$ cat src/rtl/hazard_stall_unit.sv
// Hazard and stall controller for the 5-stage MIPS core: detects D-stage data hazards against E/M,
// runs the mult/div busy timer and keeps profiling counters of stall cycles.
module hazard_stall_unit #(
   parameter int unsigned MULT_CYCLES  = 5,
   parameter int unsigned DIV_CYCLES   = 10,
   parameter int unsigned CHECK_LOAD_M = 1,
   parameter int unsigned CNT_W        = 32
) (
   input  logic             clk,
   input  logic             reset,
   input  logic [31:0]      ir_d,
   input  logic [31:0]      ir_e,
   input  logic [31:0]      ir_m,
   output logic             pc_en,
   output logic             d_en,
   output logic             e_clr,
   output logic             md_busy,
   output logic [CNT_W-1:0] stall_cnt,
   output logic [CNT_W-1:0] md_stall_cnt
);

   localparam int unsigned MAX_CYCLES = (MULT_CYCLES > DIV_CYCLES) ? MULT_CYCLES : DIV_CYCLES;
   localparam int unsigned CW = (MAX_CYCLES < 2) ? 1 : $clog2(MAX_CYCLES);
   localparam logic [CW-1:0] MULT_LOAD = CW'(MULT_CYCLES - 1);
   localparam logic [CW-1:0] DIV_LOAD  = CW'(DIV_CYCLES - 1);

   typedef enum logic {IDLE, BUSY} md_state_t;

   md_state_t     state;
   logic [CW-1:0] cnt;

   // Destination register of an instruction; 0 means it writes nothing we care about.
   function automatic logic [4:0] wr_reg(input logic [31:0] ir);
      logic [4:0] w;
      w = 5'd0;
      if (ir[31:26] == 6'h00) begin
         if (!(ir[5:0] inside {6'h08, 6'h11, 6'h13, 6'h18, 6'h19, 6'h1A, 6'h1B}))
            w = ir[15:11];
      end else if (ir[31:26] == 6'h03) begin
         w = 5'd31;
      end else if (ir[31:26] inside {6'h20, 6'h21, 6'h23, 6'h24, 6'h25, [6'h08:6'h0F]}) begin
         w = ir[20:16];
      end
      return w;
   endfunction

   function automatic logic reads_reg(input logic [31:0] ir, input logic [4:0] w);
      logic uses_rs;
      logic uses_rt;
      uses_rs = !((ir[31:26] inside {6'h02, 6'h03, 6'h0F}) ||
                  (ir[31:26] == 6'h00 && ir[5:0] inside {6'h10, 6'h12}));
      uses_rt = (ir[31:26] == 6'h00 && !(ir[5:0] inside {[6'h08:6'h09], [6'h10:6'h13]})) ||
                (ir[31:26] == 6'h1C && ir[5:0] == 6'h04) ||
                (ir[31:26] inside {6'h04, 6'h05, 6'h28, 6'h29, 6'h2B});
      return (w != 5'd0) && ((uses_rs && ir[25:21] == w) || (uses_rt && ir[20:16] == w));
   endfunction

   function automatic logic is_load(input logic [31:0] ir);
      return ir[31:26] inside {6'h20, 6'h21, 6'h23, 6'h24, 6'h25};
   endfunction

   function automatic logic is_ctrl(input logic [31:0] ir);
      return (ir[31:26] inside {6'h01, 6'h04, 6'h05, 6'h06, 6'h07}) ||
             (ir[31:26] == 6'h00 && ir[5:0] inside {6'h08, 6'h09});
   endfunction

   function automatic logic is_mult(input logic [31:0] ir);
      return (ir[31:26] == 6'h00 && ir[5:0] inside {6'h18, 6'h19}) ||
             (ir[31:26] == 6'h1C && ir[5:0] == 6'h04);
   endfunction

   function automatic logic is_div(input logic [31:0] ir);
      return ir[31:26] == 6'h00 && ir[5:0] inside {6'h1A, 6'h1B};
   endfunction

   function automatic logic is_md_use(input logic [31:0] ir);
      return is_mult(ir) || is_div(ir) ||
             (ir[31:26] == 6'h00 && ir[5:0] inside {[6'h10:6'h13]});
   endfunction

   logic [4:0] wr_e;
   logic [4:0] wr_m;
   logic       hz_ctrl_e;
   logic       hz_ctrl_m;
   logic       hz_load_e;
   logic       hz_md;
   logic       stall;
   logic       md_only;

   assign wr_e      = wr_reg(ir_e);
   assign wr_m      = wr_reg(ir_m);
   assign hz_ctrl_e = is_ctrl(ir_d) && reads_reg(ir_d, wr_e);
   assign hz_ctrl_m = (CHECK_LOAD_M != 0) && is_ctrl(ir_d) && is_load(ir_m) && reads_reg(ir_d, wr_m);
   assign hz_load_e = is_load(ir_e) && reads_reg(ir_d, wr_e);
   assign hz_md     = md_busy && is_md_use(ir_d);
   assign stall     = hz_ctrl_e || hz_ctrl_m || hz_load_e || hz_md;
   assign md_only   = hz_md && !(hz_ctrl_e || hz_ctrl_m || hz_load_e);

   assign pc_en   = !stall;
   assign d_en    = !stall;
   assign e_clr   = stall;
   // Busy already in the cycle the op enters E, so a dependent op in D is held that same cycle.
   assign md_busy = (state == BUSY) || (is_mult(ir_e) || is_div(ir_e));

   always_ff @(posedge clk) begin
      if (reset) begin
         state <= IDLE;
         cnt   <= '0;
      end else begin
         case (state)
            IDLE: begin
               if (is_mult(ir_e)) begin
                  cnt   <= MULT_LOAD;
                  state <= (MULT_LOAD != '0) ? BUSY : IDLE;
               end else if (is_div(ir_e)) begin
                  cnt   <= DIV_LOAD;
                  state <= (DIV_LOAD != '0) ? BUSY : IDLE;
               end
            end
            BUSY: begin
               cnt <= cnt - CW'(1);
               if (cnt == CW'(1))
                  state <= IDLE;
            end
            default: state <= IDLE;
         endcase
      end
   end

   always_ff @(posedge clk) begin
      if (reset) begin
         stall_cnt    <= '0;
         md_stall_cnt <= '0;
      end else begin
         if (stall)
            stall_cnt <= stall_cnt + CNT_W'(1);
         if (md_only)
            md_stall_cnt <= md_stall_cnt + CNT_W'(1);
      end
   end

endmodule

$ cat config.mk
export PLATFORM = sky130hd
export DESIGN_NAME = hazard_stall_unit
export DESIGN_NICKNAME = d
export VERILOG_FILES = /design/src/rtl/hazard_stall_unit.sv
export SDC_FILE = /design/constraint.sdc
export NUM_CORES = 1
export LEC_CHECK = 0
export BUFFER_PORTS_ARGS = -buffer_cell sky130_fd_sc_hd__buf_2
export CORE_ASPECT_RATIO = 0.6
export CORE_MARGIN = 4
export CORE_UTILIZATION = 33
export CTS_BUF_LIST = sky130_fd_sc_hd__clkbuf_8
export DETAILED_ROUTE_END_ITERATION = 10
export PLACE_DENSITY = 0.53
export SETUP_SLACK_MARGIN = 0.4
export SKIP_LAST_GASP = 1
export SYNTH_ARGS = -nofsm -noshare
export SYNTH_HDL_FRONTEND = slang
export SYNTH_SLANG_ARGS = --single-unit
$ cat constraint.sdc
create_clock -name clk -period 7.1 [get_ports clk]
set_clock_uncertainty 0.15 [all_clocks]
set_input_delay 1.42 -clock clk [delete_from_list [all_inputs] [get_ports clk]]
set_output_delay 1.42 -clock clk [all_outputs]
set_load 0.02 [all_outputs]
## Yosys cells after proc, flatten, opt, wreduce, memory -nomap -nowiden

Index checks and enable logic that the tools add are counted.
Widths: inputs -> output; s select.

| cells by class | value |
|---|---|
| add/sub/neg operators | 3 |
| bitwise gates (word level) | 1 |
| order comparisons | 8 |
| reductions and logical operators | 66 |
| mux-type cells | 15 |
| equal/unequal tests | 55 |

Operators by type and width:

| kind | number |
|---|---|
| $eq 6x5->1 const B | 20 |
| $eq 6x6->1 const B | 13 |
| $add 32x1->32 const B | 2 |
| $mux 5 | 8 |
| $eq 6x3->1 const B | 6 |
| $eq 6x4->1 const B | 5 |
| $reduce_bool 5->1 | 6 |
| $logic_and 1x1->1 | 26 |
| $eq 6x2->1 const B | 4 |
| $eq 5x5->1 | 4 |
| $ge 6x4->1 const B | 3 |
| $le 6x4->1 const B | 3 |
| $logic_not 6->1 | 3 |
| $logic_or 1x1->1 | 15 |
| $reduce_bool 2->1 | 7 |
| $reduce_bool 7->1 | 2 |
| $reduce_bool 6->1 | 2 |
| $mux 4 | 2 |
| $pmux 4 s2 | 1 |
| $eq 6x1->1 const B | 1 |
| $ge 6x5->1 const B | 1 |
| $le 6x5->1 const B | 1 |
| $eq 4x1->1 const B | 1 |
| $logic_not 1->1 | 4 |
| other kinds (6) | 8 |

| word-level totals | value |
|---|---|
| input bits | 98 |
| word-level logic and storage cells | 152 |
| output and inout bits | 68 |
| register bits | 69 |

## Longest topological paths before layout

| logic depth | value |
|---|---|
| depth after elaboration | 15 |
| mapped depth | 12 |
| depth with buffers taken out | 9 |

## Least setup slack after synthesis

No wires, ideal clock.

| path | value |
|---|---|
| kind | input-to-output |
| start | in ir_d[27] |
| end | out pc_en |
| stages on the path | 10 |
| data arrival time | 3.556 ns |
| setup slack | 1.974 ns |
| buffers on the path | 3 |
| data required time | 5.530 ns |
| cells stage by stage | or4_1 -> nor3_2 -> nand3_1 -> o31ai_1 -> nand2b_1 -> o22ai_2 -> a221oi_4 -> buf_4 -> buf_6 -> buf_4 |

| on the way | value |
|---|---|
| word-level cells in the longest chain between the ends | 12 |
| elaborated cells between the ends (all ways) | 48 |
| classes of those cells | 12 x eq/ne; 36 x reduce/logical |

Ends and longest elaborated chain:

| item | line | text |
|---|---|---|
| start: declaration | 11 | `input logic [31:0] ir_d,` |
| $eq 6x2->1 (tied with other cells) | 50 | `uses_rs = !((ir[31:26] inside {6'h02, 6'h03, 6'h0F}) \|\|` |
| $reduce_bool 3->1 (tied with other cells) | 50 |  |
| $logic_or 1x1->1, on equally long branches | 50, 52 |  |
| $logic_not 1->1 or $logic_or 1x1->1 (tied branches) | 50, 53 |  |
| $logic_and 1x1->1 | 55 | `return (w != 5'd0) && ((uses_rs && ir[25:21] == w) \|\| (uses_rt && ir[20:16] == w));` |
| $logic_or 1x1->1 | 55 |  |
| $logic_and 1x1->1 | 55 |  |
| $logic_and 1x1->1, on equally long branches | 92, 93 |  |
| $logic_or 1x1->1 (2 in series) | 96 | `assign stall = hz_ctrl_e \|\| hz_ctrl_m \|\| hz_load_e \|\| hz_md;` |
| $logic_or 1x1->1 * | 96 |  |
| $logic_not 1->1 * | n/a |  |
| end: declaration | 14 | `output logic pc_en,` |

Every way passes the cells marked *; elsewhere a longest branch is shown, timed or not.

## Final worst setup path

| path | value |
|---|---|
| start | in ir_d[27] |
| end | out d_en |

| on the way | value |
|---|---|
| word-level cells in the longest chain between the ends | 12 |
| elaborated cells between the ends (all ways) | 48 |
| classes of those cells | 12 x eq/ne; 36 x reduce/logical |

Ends and longest elaborated chain:

| item | line | text |
|---|---|---|
| $eq 6x2->1 (tied with other cells) | 50 |  |
| $reduce_bool 3->1 (tied with other cells) | 50 |  |
| $logic_or 1x1->1, on equally long branches | 50, 52 |  |
| $logic_not 1->1 or $logic_or 1x1->1 (tied branches) | 50, 53 |  |
| $logic_and 1x1->1 | 55 |  |
| $logic_or 1x1->1 | 55 |  |
| $logic_and 1x1->1 | 55 |  |
| $logic_and 1x1->1, on equally long branches | 92, 93 |  |
| $logic_or 1x1->1 (2 in series) | 96 |  |
| $logic_or 1x1->1 * | 96 |  |
| $logic_not 1->1 * | 100 | `assign d_en = !stall;` |
| end: declaration | 15 | `output logic d_en,` |

Marked as above.

==> flow_metrics.env <==
export IMPL_status="finished, final reports clean"
export IMPL_ys_async_sr_fraction_pct=0
export IMPL_cts_tree="done"
export IMPL_wl_per_cell_um=16.3
export IMPL_place_congestion=0.829
export IMPL_core_mm2=0.0136
export IMPL_timing_fmax_ghz=0.179
export IMPL_synth_top_flop_cell="dfxtp_1"
export IMPL_worst_setup_path_start_kind="input port"
export IMPL_synthTopCellsByCount="dfxtp_1 (69), a21oi_1 (68), o31ai_1 (37), or4_1 (37), nand3_1 (28)"
export IMPL_die_width_um=160
export IMPL_crit_path_start="ir_d[27]"
export IMPL_grt_usage_pct=17.1
export IMPL_grt_pass1_vias=4552
export IMPL_dr_pass1_iters=4
export IMPL_drive_gt1_share_pct=25.0
export IMPL_final_area_mm2=0.00549
export IMPL_cts_root_buf="clkbuf_8"
export IMPL_vdd_drop_max_mv=0.0719
export IMPL_initial_core_util_pct=33.6
export IMPL_synth_top_area_share_pct=30.2
export IMPL_rsz0062_at_grt="no"
export IMPL_yosysWarnings=0
export IMPL_routed_wl_um=13900
export IMPL_setup_slack_ps=1520
export IMPL_vias=4915
export IMPL_tns_ps=0
export IMPL_worstPathRequired_ps=5530
export IMPL_pre_cts_ws_ps=1500
export IMPL_drt_iter0_drc=352
export IMPL_overflow=0
export IMPL_final_hold_violation_count=0
export IMPL_r2r_start="md_stall_cnt[3]"
export IMPL_synth_cells=565
export IMPL_final_min_clock_period_ps=5580
export IMPL_cts_num_sinks=69
export IMPL_drc=0
export IMPL_dpl_hpwl_um=10100
export IMPL_vias_per_cell=5.75
export IMPL_worstPathArrival_ps=4010
export IMPL_num_rows=33
export IMPL_worstHoldStart="md_stall_cnt[31]"
export IMPL_synth_area_mm2=0.00458
export IMPL_maxSlewViolCount=0
export IMPL_areaGrowthSynthToFinish_pct=19.8
export IMPL_numPortBuffers=135
export IMPL_fin_crit_sh_pct=78.6
export IMPL_synthMostInstantiatedCell="dfxtp_1"
export IMPL_seq_area_frac_synth_pct=30.2
export IMPL_endpoint_kind="primary output"
export IMPL_die_area_mm2=0.0159
export IMPL_ant_nets=0
export IMPL_clock_latency_ps=340
export IMPL_ios=166
export IMPL_syn_avg_cell_area_um2=8.11
export IMPL_cap_viol_max_count=0
export IMPL_nNetsFinal=777
export IMPL_totalPowerFinal_mw=0.778
export IMPL_antenna_found_initial=0
export IMPL_clk_pin_slew_ps=80
export IMPL_tightestPinTransition_ps=779
export IMPL_synth_edf_count=0
export IMPL_grt_first_pass_wirelength_um=22800
export IMPL_hold_buffers=0
export IMPL_final_core_util_pct=40.3
export IMPL_hp_class="register to register"
export IMPL_cp_max_fo=65
export IMPL_diodes=0
export IMPL_setup_violations=0
export IMPL_yosysTopAreaCell="dfxtp_1"
export IMPL_cts_made_buffers=9
export IMPL_power_density_mw_per_mm2=142
export IMPL_syn_num_nets=667
export IMPL_critPathKind="input port to primary output"
export IMPL_grt_max_degree=71
export IMPL_synth_distinct_cells=57
export IMPL_p_leak_nw=1.94
export IMPL_cts_resized=0
export IMPL_placed_area_mm2=0.00530
export IMPL_reg2reg_slack_ps=3880
export IMPL_htree_levels=3
export IMPL_die_h_um=99.2
export IMPL_cts_max_path_buffers=2
export IMPL_synth_area_leaders="dfxtp_1 (30%), a21oi_1 (7.4%), o31ai_1 (6.1%), or4_1 (6.1%), xnor2_1 (4.2%)"
export IMPL_post_cts_buffers=0
export IMPL_slew_headroom_pct=48.1
export IMPL_synth_seq_cells=69
-- power by group --
group	switching, mW	internal (mW)	total (mW)
logic	0.0514	0.0364	0.0878
clock network	0.157	0.146	0.303
registers	0.000112	0.387	0.387
total	0.209	0.569	0.778
-- final timing paths --
path	cells after the start	endpoint
max	10	d_en
max reg2reg	9	md_stall_cnt[24]
min	2	md_stall_cnt[31]
min reg2reg	2	md_stall_cnt[31]
-- routing by layer --
layer	wire length (um)	part of all wire [%]	track usage, %
met1	6950	50	24.5
met2	6240	45	26.1
met3	604	4.3	4.14
met4	123	0.88	4.23
met5	0	0	0
-- critical path, cell delays in order --
cell	delay [ps]
buf_2	130
or4_1	540
nor3_2	160
nand3_1	150
o31ai_1	310
nand2b_1	170
o22ai_2	90
a221oi_4	260
buf_4	500
buf_2	270
-- placed cells by master (no fill, tap or decap), drive strengths merged, types with 2 or more instances in the layout --
master / count
mux2i: 2
nand2b: 2
o21ai: 31
nand4bb: 5
buf: 138
nor3b: 2
nand3b: 6
a211oi: 2
or4: 37
nand3: 28
nor4: 5
and2: 11
and4: 6
nand4: 22
a32oi: 10
o2111ai: 10
and3: 14
or3: 26
o211ai: 3
o41ai: 11
nand2: 28
clkbuf: 11
a41oi: 2
a21oi: 68
and2b: 2
o31ai: 37
nor2b: 4
nor2: 22
clkinv: 2
nor3: 5
ha: 4
xnor2: 22
dfxtp: 69
clkinvlp: 2
o22ai: 2
o21ba: 2
inv: 16
-- through the flow --
| stage | hold WS (ps) | instances |
|---|---|---|
| after floorplan | 319 | 565 |
| after global placement | 308 | 839 |
| after detailed placement | 329 | 839 |
| after CTS | 341 | 855 |
| after global routing | 365 | 855 |
| final | 347 | 855 |
-- cells by family after synthesis --
| kind of cell | count (synthesis) | share of synthesized area (%) |
|---|---|---|
| AND/OR/NAND/NOR | 229 | 31.6 |
| adder cells (fa/ha/maj) | 4 | 1.09 |
| AO/OA/AOI/OAI | 183 | 26.6 |
| flip-flops | 69 | 30.2 |
| buffers and inverters | 54 | 5.52 |
| multiplexers | 3 | 0.683 |
| XOR/XNOR | 23 | 4.40 |
-- sequential cells by signal (all words and copies together) (netlist names) --
| signal | flops |
|---|---|
| md_stall_cnt | 32 |
| stall_cnt | 32 |
| cnt | 4 |
| state | 1 |
-- layout make-up --
type                            instances  area, um^2
Clock buffer                           11         151
Clock inverter                          5        33.8
Fill cell                            1405        8140
Inverter                               15        56.3
Multi-Input combinational cell        442        2950
Sequential cell                        69        1380
Tap cell                              175         219
Timing Repair Buffer                  138         698
No activity file was read; power rests on OpenSTA's default activity.
